$ cat src/rtl/mips_pkg.sv
// Shared definitions for the MIPS pipeline control blocks: sequencer states,
// register specifier width, the zero register and a saturating counter helper.
package mips_pkg;

    localparam int REG_W = 5;

    // Register $zero is hard-wired, so a load targeting it never creates a dependency.
    localparam int ZERO_REG = 0;

    typedef enum logic [1:0] {
        RUN      = 2'd0,
        MEM_WAIT = 2'd1,
        ERROR    = 2'd2
    } hazard_state_e;

    function automatic logic [15:0] satInc(input logic [15:0] value, input logic en);
        satInc = (en && (value != 16'hFFFF)) ? value + 16'd1 : value;
    endfunction

endpackage

$ cat src/rtl/hazard_ctrl_if.sv
// Bundle between the pipeline datapath (master) and the hazard sequencer (slave).
// The statistics counters appear only when HAZARD_STATS_EN is defined.
interface hazard_ctrl_if #(
    parameter int REG_W = mips_pkg::REG_W
);
    logic             IDEX_MemRead;
    logic [REG_W-1:0] IDEX_Rt;
    logic [REG_W-1:0] IFID_Rs;
    logic [REG_W-1:0] IFID_Rt;
    logic             BranchTaken;
    logic             MemReq;
    logic             MemReady;

    logic             PCWrite;
    logic             IFIDWrite;
    logic             IDEXWrite;
    logic             EXMEMWrite;
    logic             CtrlBubble;
    logic             IFIDFlush;
    logic             IDEXFlush;
    logic             EXMEMFlush;
    logic             PCSrc;
    logic             MemTimeout;
`ifdef HAZARD_STATS_EN
    logic [15:0]      StallCount;
    logic [15:0]      FlushCount;
    logic [15:0]      WaitCount;
`endif

    modport master (
        output IDEX_MemRead, IDEX_Rt, IFID_Rs, IFID_Rt, BranchTaken, MemReq, MemReady,
        input  PCWrite, IFIDWrite, IDEXWrite, EXMEMWrite, CtrlBubble,
        input  IFIDFlush, IDEXFlush, EXMEMFlush, PCSrc, MemTimeout
`ifdef HAZARD_STATS_EN
        , input StallCount, FlushCount, WaitCount
`endif
    );

    modport slave (
        input  IDEX_MemRead, IDEX_Rt, IFID_Rs, IFID_Rt, BranchTaken, MemReq, MemReady,
        output PCWrite, IFIDWrite, IDEXWrite, EXMEMWrite, CtrlBubble,
        output IFIDFlush, IDEXFlush, EXMEMFlush, PCSrc, MemTimeout
`ifdef HAZARD_STATS_EN
        , output StallCount, FlushCount, WaitCount
`endif
    );

endinterface

$ cat src/rtl/hazard_ctrl_detect.sv
// Load-use comparator: flags an ID instruction that reads the register a load in EX
// is about to write.
module hazard_detect #(
    parameter int REG_W = mips_pkg::REG_W
) (
    input  logic             idexMemRead_i,
    input  logic [REG_W-1:0] idexRt_i,
    input  logic [REG_W-1:0] ifidRs_i,
    input  logic [REG_W-1:0] ifidRt_i,
    output logic             loadUse_o
);
    import mips_pkg::*;

    logic rtIsZero;
    logic rsMatch;
    logic rtMatch;

    assign rtIsZero  = (idexRt_i == REG_W'(ZERO_REG));
    assign rsMatch   = (idexRt_i == ifidRs_i);
    assign rtMatch   = (idexRt_i == ifidRt_i);
    assign loadUse_o = idexMemRead_i && !rtIsZero && (rsMatch || rtMatch);

endmodule

$ cat src/rtl/hazard_ctrl.sv
// Pipeline sequencer: load-use bubbles, taken-branch flushes and memory-wait freeze with
// a timeout watchdog. Define HAZARD_STATS_EN to add saturating event counters.
module hazard_ctrl #(
    parameter int REG_W       = mips_pkg::REG_W,
    parameter int MEM_TIMEOUT = 16,
    parameter int CNT_W       = 5
) (
    input  logic          clk,
    input  logic          rst_n,
    hazard_ctrl_if.slave  hz
);
    import mips_pkg::*;

    localparam logic [CNT_W-1:0] TIMEOUT_CNT = CNT_W'(MEM_TIMEOUT);

    hazard_state_e    state_q, state_d;
    logic [CNT_W-1:0] cnt_q, cnt_d;

    logic loadUse;
    logic memStall;
    logic stallEvt;
    logic flushEvt;
    logic waitEvt;

    logic pcWrite, ifidWrite, idexWrite, exmemWrite;
    logic ctrlBubble, ifidFlush, idexFlush, exmemFlush;
    logic pcSrc, memTimeout;

    hazard_detect #(
        .REG_W (REG_W)
    ) u_detect (
        .idexMemRead_i (hz.IDEX_MemRead),
        .idexRt_i      (hz.IDEX_Rt),
        .ifidRs_i      (hz.IFID_Rs),
        .ifidRt_i      (hz.IFID_Rt),
        .loadUse_o     (loadUse)
    );

    assign memStall = hz.MemReq && !hz.MemReady;

    // Outputs are Mealy; reset overrides them directly so they respond without a clock edge.
    always_comb begin
        state_d    = state_q;
        cnt_d      = cnt_q;
        pcWrite    = 1'b1;
        ifidWrite  = 1'b1;
        idexWrite  = 1'b1;
        exmemWrite = 1'b1;
        ctrlBubble = 1'b0;
        ifidFlush  = 1'b0;
        idexFlush  = 1'b0;
        exmemFlush = 1'b0;
        pcSrc      = 1'b0;
        memTimeout = 1'b0;
        stallEvt   = 1'b0;
        flushEvt   = 1'b0;
        waitEvt    = 1'b0;

        if (!rst_n) begin
            pcWrite    = 1'b0;
            ifidWrite  = 1'b0;
            idexWrite  = 1'b0;
            exmemWrite = 1'b0;
            ctrlBubble = 1'b1;
            ifidFlush  = 1'b1;
            idexFlush  = 1'b1;
            exmemFlush = 1'b1;
        end else begin
            unique case (state_q)
                RUN: begin
                    if (memStall) begin
                        pcWrite    = 1'b0;
                        ifidWrite  = 1'b0;
                        idexWrite  = 1'b0;
                        exmemWrite = 1'b0;
                        state_d    = MEM_WAIT;
                        cnt_d      = CNT_W'(1);
                    end else if (hz.BranchTaken) begin
                        pcSrc      = 1'b1;
                        ifidFlush  = 1'b1;
                        idexFlush  = 1'b1;
                        exmemFlush = 1'b1;
                        flushEvt   = 1'b1;
                    end else if (loadUse) begin
                        pcWrite    = 1'b0;
                        ifidWrite  = 1'b0;
                        ctrlBubble = 1'b1;
                        stallEvt   = 1'b1;
                    end
                end
                // Frozen stages hold their inputs, so branch and load-use are not re-evaluated here.
                MEM_WAIT: begin
                    waitEvt = 1'b1;
                    if (hz.MemReady) begin
                        state_d = RUN;
                        cnt_d   = '0;
                    end else begin
                        pcWrite    = 1'b0;
                        ifidWrite  = 1'b0;
                        idexWrite  = 1'b0;
                        exmemWrite = 1'b0;
                        if (cnt_q == TIMEOUT_CNT) begin
                            state_d = ERROR;
                        end else begin
                            cnt_d = cnt_q + CNT_W'(1);
                        end
                    end
                end
                ERROR: begin
                    pcWrite    = 1'b0;
                    ifidWrite  = 1'b0;
                    idexWrite  = 1'b0;
                    exmemWrite = 1'b0;
                    memTimeout = 1'b1;
                end
                default: begin
                    state_d = RUN;
                    cnt_d   = '0;
                end
            endcase
        end
    end

    always_ff @(posedge clk or negedge rst_n) begin
        if (!rst_n) begin
            state_q <= RUN;
            cnt_q   <= '0;
        end else begin
            state_q <= state_d;
            cnt_q   <= cnt_d;
        end
    end

    assign hz.PCWrite    = pcWrite;
    assign hz.IFIDWrite  = ifidWrite;
    assign hz.IDEXWrite  = idexWrite;
    assign hz.EXMEMWrite = exmemWrite;
    assign hz.CtrlBubble = ctrlBubble;
    assign hz.IFIDFlush  = ifidFlush;
    assign hz.IDEXFlush  = idexFlush;
    assign hz.EXMEMFlush = exmemFlush;
    assign hz.PCSrc      = pcSrc;
    assign hz.MemTimeout = memTimeout;

`ifdef HAZARD_STATS_EN
    logic [15:0] stallCnt_q;
    logic [15:0] flushCnt_q;
    logic [15:0] waitCnt_q;

    // Event strobes are never raised in ERROR, so the counters freeze there.
    always_ff @(posedge clk or negedge rst_n) begin
        if (!rst_n) begin
            stallCnt_q <= '0;
            flushCnt_q <= '0;
            waitCnt_q  <= '0;
        end else begin
            stallCnt_q <= satInc(stallCnt_q, stallEvt);
            flushCnt_q <= satInc(flushCnt_q, flushEvt);
            waitCnt_q  <= satInc(waitCnt_q, waitEvt);
        end
    end

    assign hz.StallCount = stallCnt_q;
    assign hz.FlushCount = flushCnt_q;
    assign hz.WaitCount  = waitCnt_q;
`else
    logic unusedEvents;
    assign unusedEvents = stallEvt ^ flushEvt ^ waitEvt;
`endif

endmodule

$ cat src/flat_wrapper.sv
// flat-port wrapper written by rule: the top's interface ports become plain ports
module hazard_ctrl_flat import mips_pkg::*;
#(
    parameter int REG_W       = mips_pkg::REG_W,
    parameter int MEM_TIMEOUT = 16,
    parameter int CNT_W       = 5
)
  (clk, rst_n, hz_IDEX_MemRead, hz_IDEX_Rt, hz_IFID_Rs, hz_IFID_Rt, hz_BranchTaken, hz_MemReq, hz_MemReady, hz_PCWrite, hz_IFIDWrite, hz_IDEXWrite, hz_EXMEMWrite, hz_CtrlBubble, hz_IFIDFlush, hz_IDEXFlush, hz_EXMEMFlush, hz_PCSrc, hz_MemTimeout);
  hazard_ctrl_if #(.REG_W(REG_W)) hz_i ();
  input  logic clk;
  input  logic rst_n;
  input wire logic [$bits(hz_i.IDEX_MemRead)-1:0] hz_IDEX_MemRead;
  input wire logic [$bits(hz_i.IDEX_Rt)-1:0] hz_IDEX_Rt;
  input wire logic [$bits(hz_i.IFID_Rs)-1:0] hz_IFID_Rs;
  input wire logic [$bits(hz_i.IFID_Rt)-1:0] hz_IFID_Rt;
  input wire logic [$bits(hz_i.BranchTaken)-1:0] hz_BranchTaken;
  input wire logic [$bits(hz_i.MemReq)-1:0] hz_MemReq;
  input wire logic [$bits(hz_i.MemReady)-1:0] hz_MemReady;
  output wire logic [$bits(hz_i.PCWrite)-1:0] hz_PCWrite;
  output wire logic [$bits(hz_i.IFIDWrite)-1:0] hz_IFIDWrite;
  output wire logic [$bits(hz_i.IDEXWrite)-1:0] hz_IDEXWrite;
  output wire logic [$bits(hz_i.EXMEMWrite)-1:0] hz_EXMEMWrite;
  output wire logic [$bits(hz_i.CtrlBubble)-1:0] hz_CtrlBubble;
  output wire logic [$bits(hz_i.IFIDFlush)-1:0] hz_IFIDFlush;
  output wire logic [$bits(hz_i.IDEXFlush)-1:0] hz_IDEXFlush;
  output wire logic [$bits(hz_i.EXMEMFlush)-1:0] hz_EXMEMFlush;
  output wire logic [$bits(hz_i.PCSrc)-1:0] hz_PCSrc;
  output wire logic [$bits(hz_i.MemTimeout)-1:0] hz_MemTimeout;
  assign hz_i.IDEX_MemRead = hz_IDEX_MemRead;
  assign hz_i.IDEX_Rt = hz_IDEX_Rt;
  assign hz_i.IFID_Rs = hz_IFID_Rs;
  assign hz_i.IFID_Rt = hz_IFID_Rt;
  assign hz_i.BranchTaken = hz_BranchTaken;
  assign hz_i.MemReq = hz_MemReq;
  assign hz_i.MemReady = hz_MemReady;
  assign hz_PCWrite = hz_i.PCWrite;
  assign hz_IFIDWrite = hz_i.IFIDWrite;
  assign hz_IDEXWrite = hz_i.IDEXWrite;
  assign hz_EXMEMWrite = hz_i.EXMEMWrite;
  assign hz_CtrlBubble = hz_i.CtrlBubble;
  assign hz_IFIDFlush = hz_i.IFIDFlush;
  assign hz_IDEXFlush = hz_i.IDEXFlush;
  assign hz_EXMEMFlush = hz_i.EXMEMFlush;
  assign hz_PCSrc = hz_i.PCSrc;
  assign hz_MemTimeout = hz_i.MemTimeout;
  hazard_ctrl #(.REG_W(REG_W), .MEM_TIMEOUT(MEM_TIMEOUT), .CNT_W(CNT_W)) u_core (.clk(clk), .rst_n(rst_n), .hz(hz_i));
endmodule
$ cat config.mk
export PLATFORM = sky130hd
export DESIGN_NAME = hazard_ctrl_flat
export DESIGN_NICKNAME = d
export VERILOG_FILES = /design/src/rtl/mips_pkg.sv /design/src/rtl/hazard_ctrl_if.sv /design/src/rtl/hazard_ctrl_detect.sv /design/src/rtl/hazard_ctrl.sv /design/src/flat_wrapper.sv
export SDC_FILE = /design/constraint.sdc
export NUM_CORES = 1
export LEC_CHECK = 0
export CORE_MARGIN = 1.5
export CORE_UTILIZATION = 43
export DETAILED_ROUTE_END_ITERATION = 6
export GPL_ROUTABILITY_DRIVEN = 0
export PLACE_DENSITY = 0.86
export SYNTH_ARGS = -nofsm -noshare
export SYNTH_HDL_FRONTEND = slang
export SYNTH_SLANG_ARGS = --single-unit
$ cat constraint.sdc
create_clock -name clk -period 3.1 [get_ports clk]
set_input_delay 0.62 -clock clk [delete_from_list [all_inputs] [get_ports clk]]
set_output_delay 0.62 -clock clk [all_outputs]
set_load 0.05 [all_outputs]
==> load_flow_metrics.sql <==
INSERT INTO impl_metrics (metric_group, metric, value, unit) VALUES
('cts', 'clk_pin_slew', '50', 'ps'),
('worst_setup_path', 'worst_r2r_path_depth', '6', ''),
('yosys', 'synth_top_flop_cell', 'sky130_fd_sc_hd__dfrtp_1', ''),
('drt', 'avgRoutedWirePerCell', '13.1', 'um'),
('worst_setup_path', 'cp-end-kind', 'output port', ''),
('power_and_ir_drop', 'peakVddDrop', '0.267', 'mV'),
('grt', 'first_global_vias', '701', ''),
('final_layout', 'num_antenna_cells', '0', ''),
('yosys', 'syn_nets', '104', ''),
('sta', 'rsz0062_at_grt', 'no', ''),
('yosys', 'synth_common_cells', '10 x sky130_fd_sc_hd__xor2_1, 8 x sky130_fd_sc_hd__nand2_1, 7 x sky130_fd_sc_hd__dfrtp_1', ''),
('worst_setup_path', 'cp.required', '2480', 'ps'),
('floorplanning', 'floorplan.die.width', '42.7', 'um'),
('drt', 'number_of_remaining_drc_errors', '0', ''),
('cts', 'cts_made_buffers', '3', ''),
('hold_path', 'timing.hold.worst_endpoint', 'u_core.cnt_q[4]', ''),
('grt', 'number_of_antenna_violations_at_the_first_check_in_global_routing', '0', ''),
('cts', 'post_cts_hold_buffer_count', '0', ''),
('floorplanning', 'coreArea', '0.00149', 'mm2'),
('yosys', 'syn-instance-count', '81', ''),
('floorplanning', 'ioPinCount', '31', ''),
('yosys', 'yosys-top-cells-area', 'sky130_fd_sc_hd__dfrtp_1 26%, sky130_fd_sc_hd__xor2_1 13%, sky130_fd_sc_hd__o21ai_0 4.4%, sky130_fd_sc_hd__buf_4 4.4%, sky130_fd_sc_hd__nand2_1 4.4%', ''),
('grt', 'grt.overflow.total', '0', ''),
('drt', 'drt-pass1-iter-count', '4', ''),
('drt', 'routed_via_density', '5.58', ''),
('sta', 'setup_violations', '0', ''),
('yosys', 'synth_sequential_area_ratio', '25.8', '%'),
('worst_setup_path', 'timing.critical_path.fanout_max', '3', ''),
('final_layout', 'n_fill_cell', '113', ''),
('sta', 'achievable-frequency', '0.336', 'GHz'),
('cts', 'clock_sinks', '7', ''),
('cts', 'post-cts-setup-buffers', '0', ''),
('drt', 'drt_first_iter_violations', '14', ''),
('yosys', 'ys_warn_count', '0', ''),
('drt', 'detailroute.via_count', '709', ''),
('floorplanning', 'fp.dieArea', '0.00182', 'mm2'),
('yosys', 'post_synth_instance_area', '678', 'um2'),
('yosys', 'synth.top_cell.area_share', '25.8', '%'),
('place', 'dpl.hpwl', '1360', 'um'),
('flow_run', 'drv.max_cap_violation_count', '0', ''),
('cts', 'cts_resized', '0', ''),
('final_layout', 'post_route_cells_drive_above_1_share', '16.2', '%'),
('power_and_ir_drop', 'fin_total_pwr', '0.434', 'mW'),
('sta', 'worstMarginPinSlew', '541', 'ps'),
('cts', 'clock_tree.buffer_depth', '2', ''),
('yosys', 'synth_edf_count', '0', ''),
('worst_setup_path', 'timing.critical_path.arrival', '2350', 'ps'),
('cts', 'h-tree-depth', '1', ''),
('floorplanning', 'die_y', '42.7', 'um'),
('sta', 'final-max-slew-violation-count', '0', ''),
('drt', 'drtAntennaViolNets', '0', ''),
('place', 'placement.io_buffers', '30', ''),
('sta', 'final_clock_skew', '0.744', 'ps'),
('run_status', 'outcome', 'finished clean', ''),
('worst_setup_path', 'max_stage_delay', '550', 'ps'),
('final_layout', 'syn_to_final_growth', '62.5', '%'),
('yosys', 'synth_cell_types', '31', ''),
('worst_setup_path', 'slowest_stage', 'sky130_fd_sc_hd__or4_1', ''),
('sta', 'finalCriticalPeriod', '2970', 'ps'),
('drt', 'finalWirelength', '1660', 'um'),
('sta', 'setup_total_negative_slack', '0', 'ps'),
('worst_setup_path', 'rr_endpoint', 'u_core.cnt_q[1]', ''),
('hold_path', 'hold_path_depth', '2', ''),
('hold_path', 'min-delay-path-class', 'reg2reg', ''),
('grt', 'first_pass_grt_wire_length', '2870', 'um'),
('yosys', 'synth.avg_cell_area', '8.37', 'um2'),
('floorplanning', 'core.rowCount', '14', ''),
('worst_setup_path', 'crit_path_start_kind', 'input pin', ''),
('yosys', 'synth_top_cell_by_area', 'sky130_fd_sc_hd__dfrtp_1', ''),
('worst_setup_path', 'rr_startpoint', 'u_core.cnt_q[0]', ''),
('yosys', 'synthMostInstantiatedCell', 'sky130_fd_sc_hd__xor2_1', '');
[cell type report]
class	instances	area [um2]	share of cell area (%)
repair buffers	32	415	37.7
clock buffers	4	26.3	2.38
flip-flops and latches	7	175	15.9
inverters	3	11.3	1.02
multi-input cells	65	454	41.2
well taps	16	20.0	1.82
[report_power, final]
part | total [mW] | internal (mW) | switching (mW)
Sequential | 0.139 | 0.111 | 0.0277
Combinational | 0.212 | 0.106 | 0.105
Clock | 0.0839 | 0.0492 | 0.0347
Total | 0.434 | 0.266 | 0.168
[kinds of logic (layout without fill, tap and decap cells)]
| group | after synthesis | in the layout | synth area share (%) |
|---|---|---|---|
| muxes | 2 | 2 | 2.95 |
| AOI/OAI and AO/OA | 18 | 18 | 16.6 |
| and+or+nand+nor | 33 | 33 | 29.7 |
| xor gates and xnor gates | 10 | 10 | 12.9 |
| DFF | 7 | 7 | 25.8 |
| buffers and inverters | 9 | 39 | 8.30 |
| adders and majority gates | 2 | 2 | 3.69 |
[sequential cells by signal, indices dropped and copies added, names as in the netlist]
register and count:
u_core.cnt_q 5, u_core.state_q 2
[routing by layer]
layer | global-route usage, % | part of all wire (%)
met5 | 0 | 0
met3 | 2.55 | 7.4
met2 | 36.7 | 51
met4 | 10.0 | 1.4
met1 | 23.8 | 40
[critical path: cells and delay by family]
| family | cells | cell delay [ps] |
|---|---|---|
| AO/OA/AOI/OAI | 2 | 550 |
| AND/OR/NAND/NOR | 1 | 550 |
| buffers and inverters | 2 | 640 |
[through the flow]
step                util, %  cells  setup WS, ps  hold slack (ps)  instance area, um2
floorplan                 -     81           212              324                 686
global placement       72.3    123           229              557                1080
detailed placement     72.3    123           149              566                1080
CTS                    74.0    127           142              575                1100
global route           74.0    127          75.0              606                1100
finish                 74.0    127           126              577                1100
[cell usage in the layout, fill, tap and decap left out, types with 2 or more instances in the layout]
cell,n
sky130_fd_sc_hd__nor2_1,4
sky130_fd_sc_hd__mux2i_1,2
sky130_fd_sc_hd__or3_1,3
sky130_fd_sc_hd__o21ai_0,6
sky130_fd_sc_hd__nand4_1,2
sky130_fd_sc_hd__clkbuf_4,3
sky130_fd_sc_hd__clkdlybuf4s50_1,20
sky130_fd_sc_hd__o21ai_1,3
sky130_fd_sc_hd__ha_1,2
sky130_fd_sc_hd__nor3_1,2
sky130_fd_sc_hd__inv_1,3
sky130_fd_sc_hd__buf_12,10
sky130_fd_sc_hd__dfrtp_1,7
sky130_fd_sc_hd__xor2_1,10
sky130_fd_sc_hd__o21a_1,2
sky130_fd_sc_hd__a21oi_1,3
sky130_fd_sc_hd__nor2b_1,2
sky130_fd_sc_hd__nand2_1,8
sky130_fd_sc_hd__and3_1,3
sky130_fd_sc_hd__nand2b_1,2
sky130_fd_sc_hd__buf_4,2
[worst max-delay path by stage]
| stage | start | end | slack [ps] | cells after the start |
|---|---|---|---|---|
| floorplan | rst_n | hz_PCWrite | 210 | 4 |
| global placement | hz_IDEX_Rt[1] | hz_IFIDWrite | 230 | 5 |
| detailed placement | hz_IDEX_Rt[1] | hz_PCWrite | 150 | 5 |
| CTS | hz_IDEX_Rt[1] | hz_PCWrite | 140 | 5 |
| global route | hz_IDEX_Rt[1] | hz_IFIDWrite | 70 | 5 |
| finish | hz_IDEX_Rt[1] | hz_PCWrite | 130 | 5 |
(Power assumes the default switching activity.)
==> patch (same flow settings) <==
The 3 states of `hazard_state_e` get a one-hot encoding in 3 bits.
--- a/src/rtl/mips_pkg.sv
+++ b/src/rtl/mips_pkg.sv
@@ -8,8 +8,8 @@
     localparam int ZERO_REG = 0;
 
-    typedef enum logic [1:0] {
-        RUN      = 2'd0,
-        MEM_WAIT = 2'd1,
-        ERROR    = 2'd2
+    typedef enum logic [2:0] {
+        RUN      = 3'b001,
+        MEM_WAIT = 3'b010,
+        ERROR    = 3'b100
     } hazard_state_e;
 
Check against the original RTL: no difference found for any inputs over 10 cycles, from zero or initial values and one cycle with rst_n low; not proved beyond that.
==> patch against the unedited design <==
  * Worst setup slack got worse by 0.058 ns
  * Worst hold slack lost 0.024 ns
  * Routed wire length rose by 26%
  * Final area rose by 8.4%
  * First-iteration DRC count down 14%
  * Synthesized area up 13%
  * Sequential cell count rose by 1
  * Critical path type unchanged
Power is not compared: it rests on default switching activity, and its combinational part moved more than twofold at a synthesized area within 25%.
==> patch: results (changes against the unedited design) <==
synth_flop_cell: "dfrtp_1"  # unchanged
cts_resized: 0  # unchanged
critPathMaxFanout: 3  # unchanged
design_area_um2: 1190  # was 1100 um2
finClkSkew_ns: 0.00150  # was 0.000744 ns
h-tree-depth: 1  # unchanged
whs_ns: 0.553  # was 0.577 ns
ys_seq_area_share_pct: 26.2  # was 25.8%
routedWlPerCell_um: 14.7  # was 13.1 um
grt_pass1_vias: 820  # was 701
cts_root_buffer: "clkbuf_4"  # unchanged
ff2ff_path_depth: 3  # was 6
drt_iter0_drc: 12  # was 14
async_flop_share_pct: 100  # unchanged
hold_path_depth: 1  # was 2
dp_slack_ns: 0.0640  # was 0.149 ns
holdCritPathClass: "reg2reg"  # unchanged
status: "finished clean"  # unchanged
crit_arrival_ns: 2.41  # was 2.35 ns
grt_max_degree: 19  # was 20
synth-edff-count: 0  # unchanged
critPathMaxStageDelay_ns: 0.55  # about the same
fillCellCount: 131  # was 113
synth.distinct_cells: 36  # was 31
final_nets: 142  # was 135
ys_top_cells_by_area: "dfrtp_1, xor2_1, o211ai_1, nor2b_1, buf_4"  # was dfrtp_1, xor2_1, o21ai_0, buf_4, nand2_1
synthMuxAreaShare_pct: 0  # was 2.95%
cts_buffer_depth: 2  # unchanged
final_cell_count_no_fill: 143  # was 127
min_to: "u_core.cnt_q[1]"  # was u_core.cnt_q[4]
tightest_slew_ns: 0.724  # was 0.541 ns
synthAdderAreaFrac_pct: 3.25  # was 3.69%
yosys_warnings: 0  # unchanged
syn_avg_cell_area_um2: 8.55  # was 8.37 um2
dp.cells: 139  # was 123
grt_pass1_wl_um: 3480  # was 2870 um
r2r_start: "u_core.state_q[1]"  # was u_core.cnt_q[0]
internal-power_w: 0.000198
drt-vias-per-instance: 5.50  # was 5.58
cts_setup_buffers: 0  # unchanged
min_from: "u_core.cnt_q[1]"  # was u_core.cnt_q[4]
worstSkewPairLatency_ns: 0.26
reg2reg_slack_ns: 1.34  # was 1.40 ns
synth_common_cells: "xor2_1, dfrtp_1, inv_1"  # was xor2_1, nand2_1, dfrtp_1
gr-usage-all-layers_pct: 23.3  # was 20.6%
drive_gt1_share_pct: 17.8  # was 16.2%
synthXorXnorAreaFrac_pct: 11.4  # was 12.9%
synth_compound_gate_area_share_pct: 25.0  # was 16.6%
top_regs: "u_core.cnt_q x5, u_core.state_q x3"  # was u_core.cnt_q x5, u_core.state_q x2
p_leak_nw: 0.485
dp.final_hpwl_um: 1710  # was 1360 um
cp_slowest_cell: "or4_1"  # unchanged
r2r_end: "u_core.cnt_q[0]"  # was u_core.cnt_q[1]
cts-buffers-inserted: 3  # unchanged
path_clk_slew_ns: 0.06
syn_nets: 113  # was 104
## patch: cell types whose count changed after synthesis, moves of 3 or more
cell      before  now
nand3_1        1    4
nand2_1        8    4
o21ai_0        6    3
o21ai_1        3    0
inv_1          3    7
and3_1         3    0
nor2b_1        2    5
o211ai_1       0    6
## patch: how the worst max path moves through the flow
stage	startpoint	end	slack, ns	cells after the start
after floorplan	hz_IDEX_Rt[1]	hz_PCWrite	0.31	4
after global placement	hz_IDEX_Rt[1]	hz_IFIDWrite	0.15	5
after detailed placement	hz_IDEX_Rt[1]	hz_PCWrite	0.06	5
after CTS	hz_IDEX_Rt[1]	hz_PCWrite	0.06	5
after global routing	hz_IDEX_Rt[1]	hz_PCWrite	0.01	5
final	hz_IDEX_Rt[1]	hz_PCWrite	0.07	5
## patch: power groups by stage
stage	combinational, W	clock (W)	sequential [W]
global route	0.0000860	0.0000999	0.000104
floorplan	0.0000319	0	0.000106
finish	0.0000807	0.0000875	0.000105
detailed placement	0.0000815	0	0.000106
CTS	0.0000816	0.0000891	0.000104
global placement	0.0000795	0	0.000106
## patch: routing by layer
| layer | routed length [um] | vias to the layer above | GRT usage, % |
|---|---|---|---|
| li1 | - | 384 | - |
| met1 | 714 | 357 | 24.1 |
| met2 | 1190 | 43 | 43.4 |
| met3 | 184 | 2 | 6.80 |
| met4 | 15 | 0 | 8.82 |
| met5 | 0 | - | 0 |
## patch: layout make-up
type,count,share of cell area [%]
clock buffers,4,2.20
inverters,7,2.20
multi-input cells,68,42.0
flip-flops and latches,8,16.9
well taps,25,2.62
repair buffers,31,34.1
## patch: worst max-delay path, delay by kind of cell
family	cells	cell delay (ns)
buffers and inverters	2	0.64
AO/OA/AOI/OAI	2	0.60
AND/OR/NAND/NOR	1	0.55
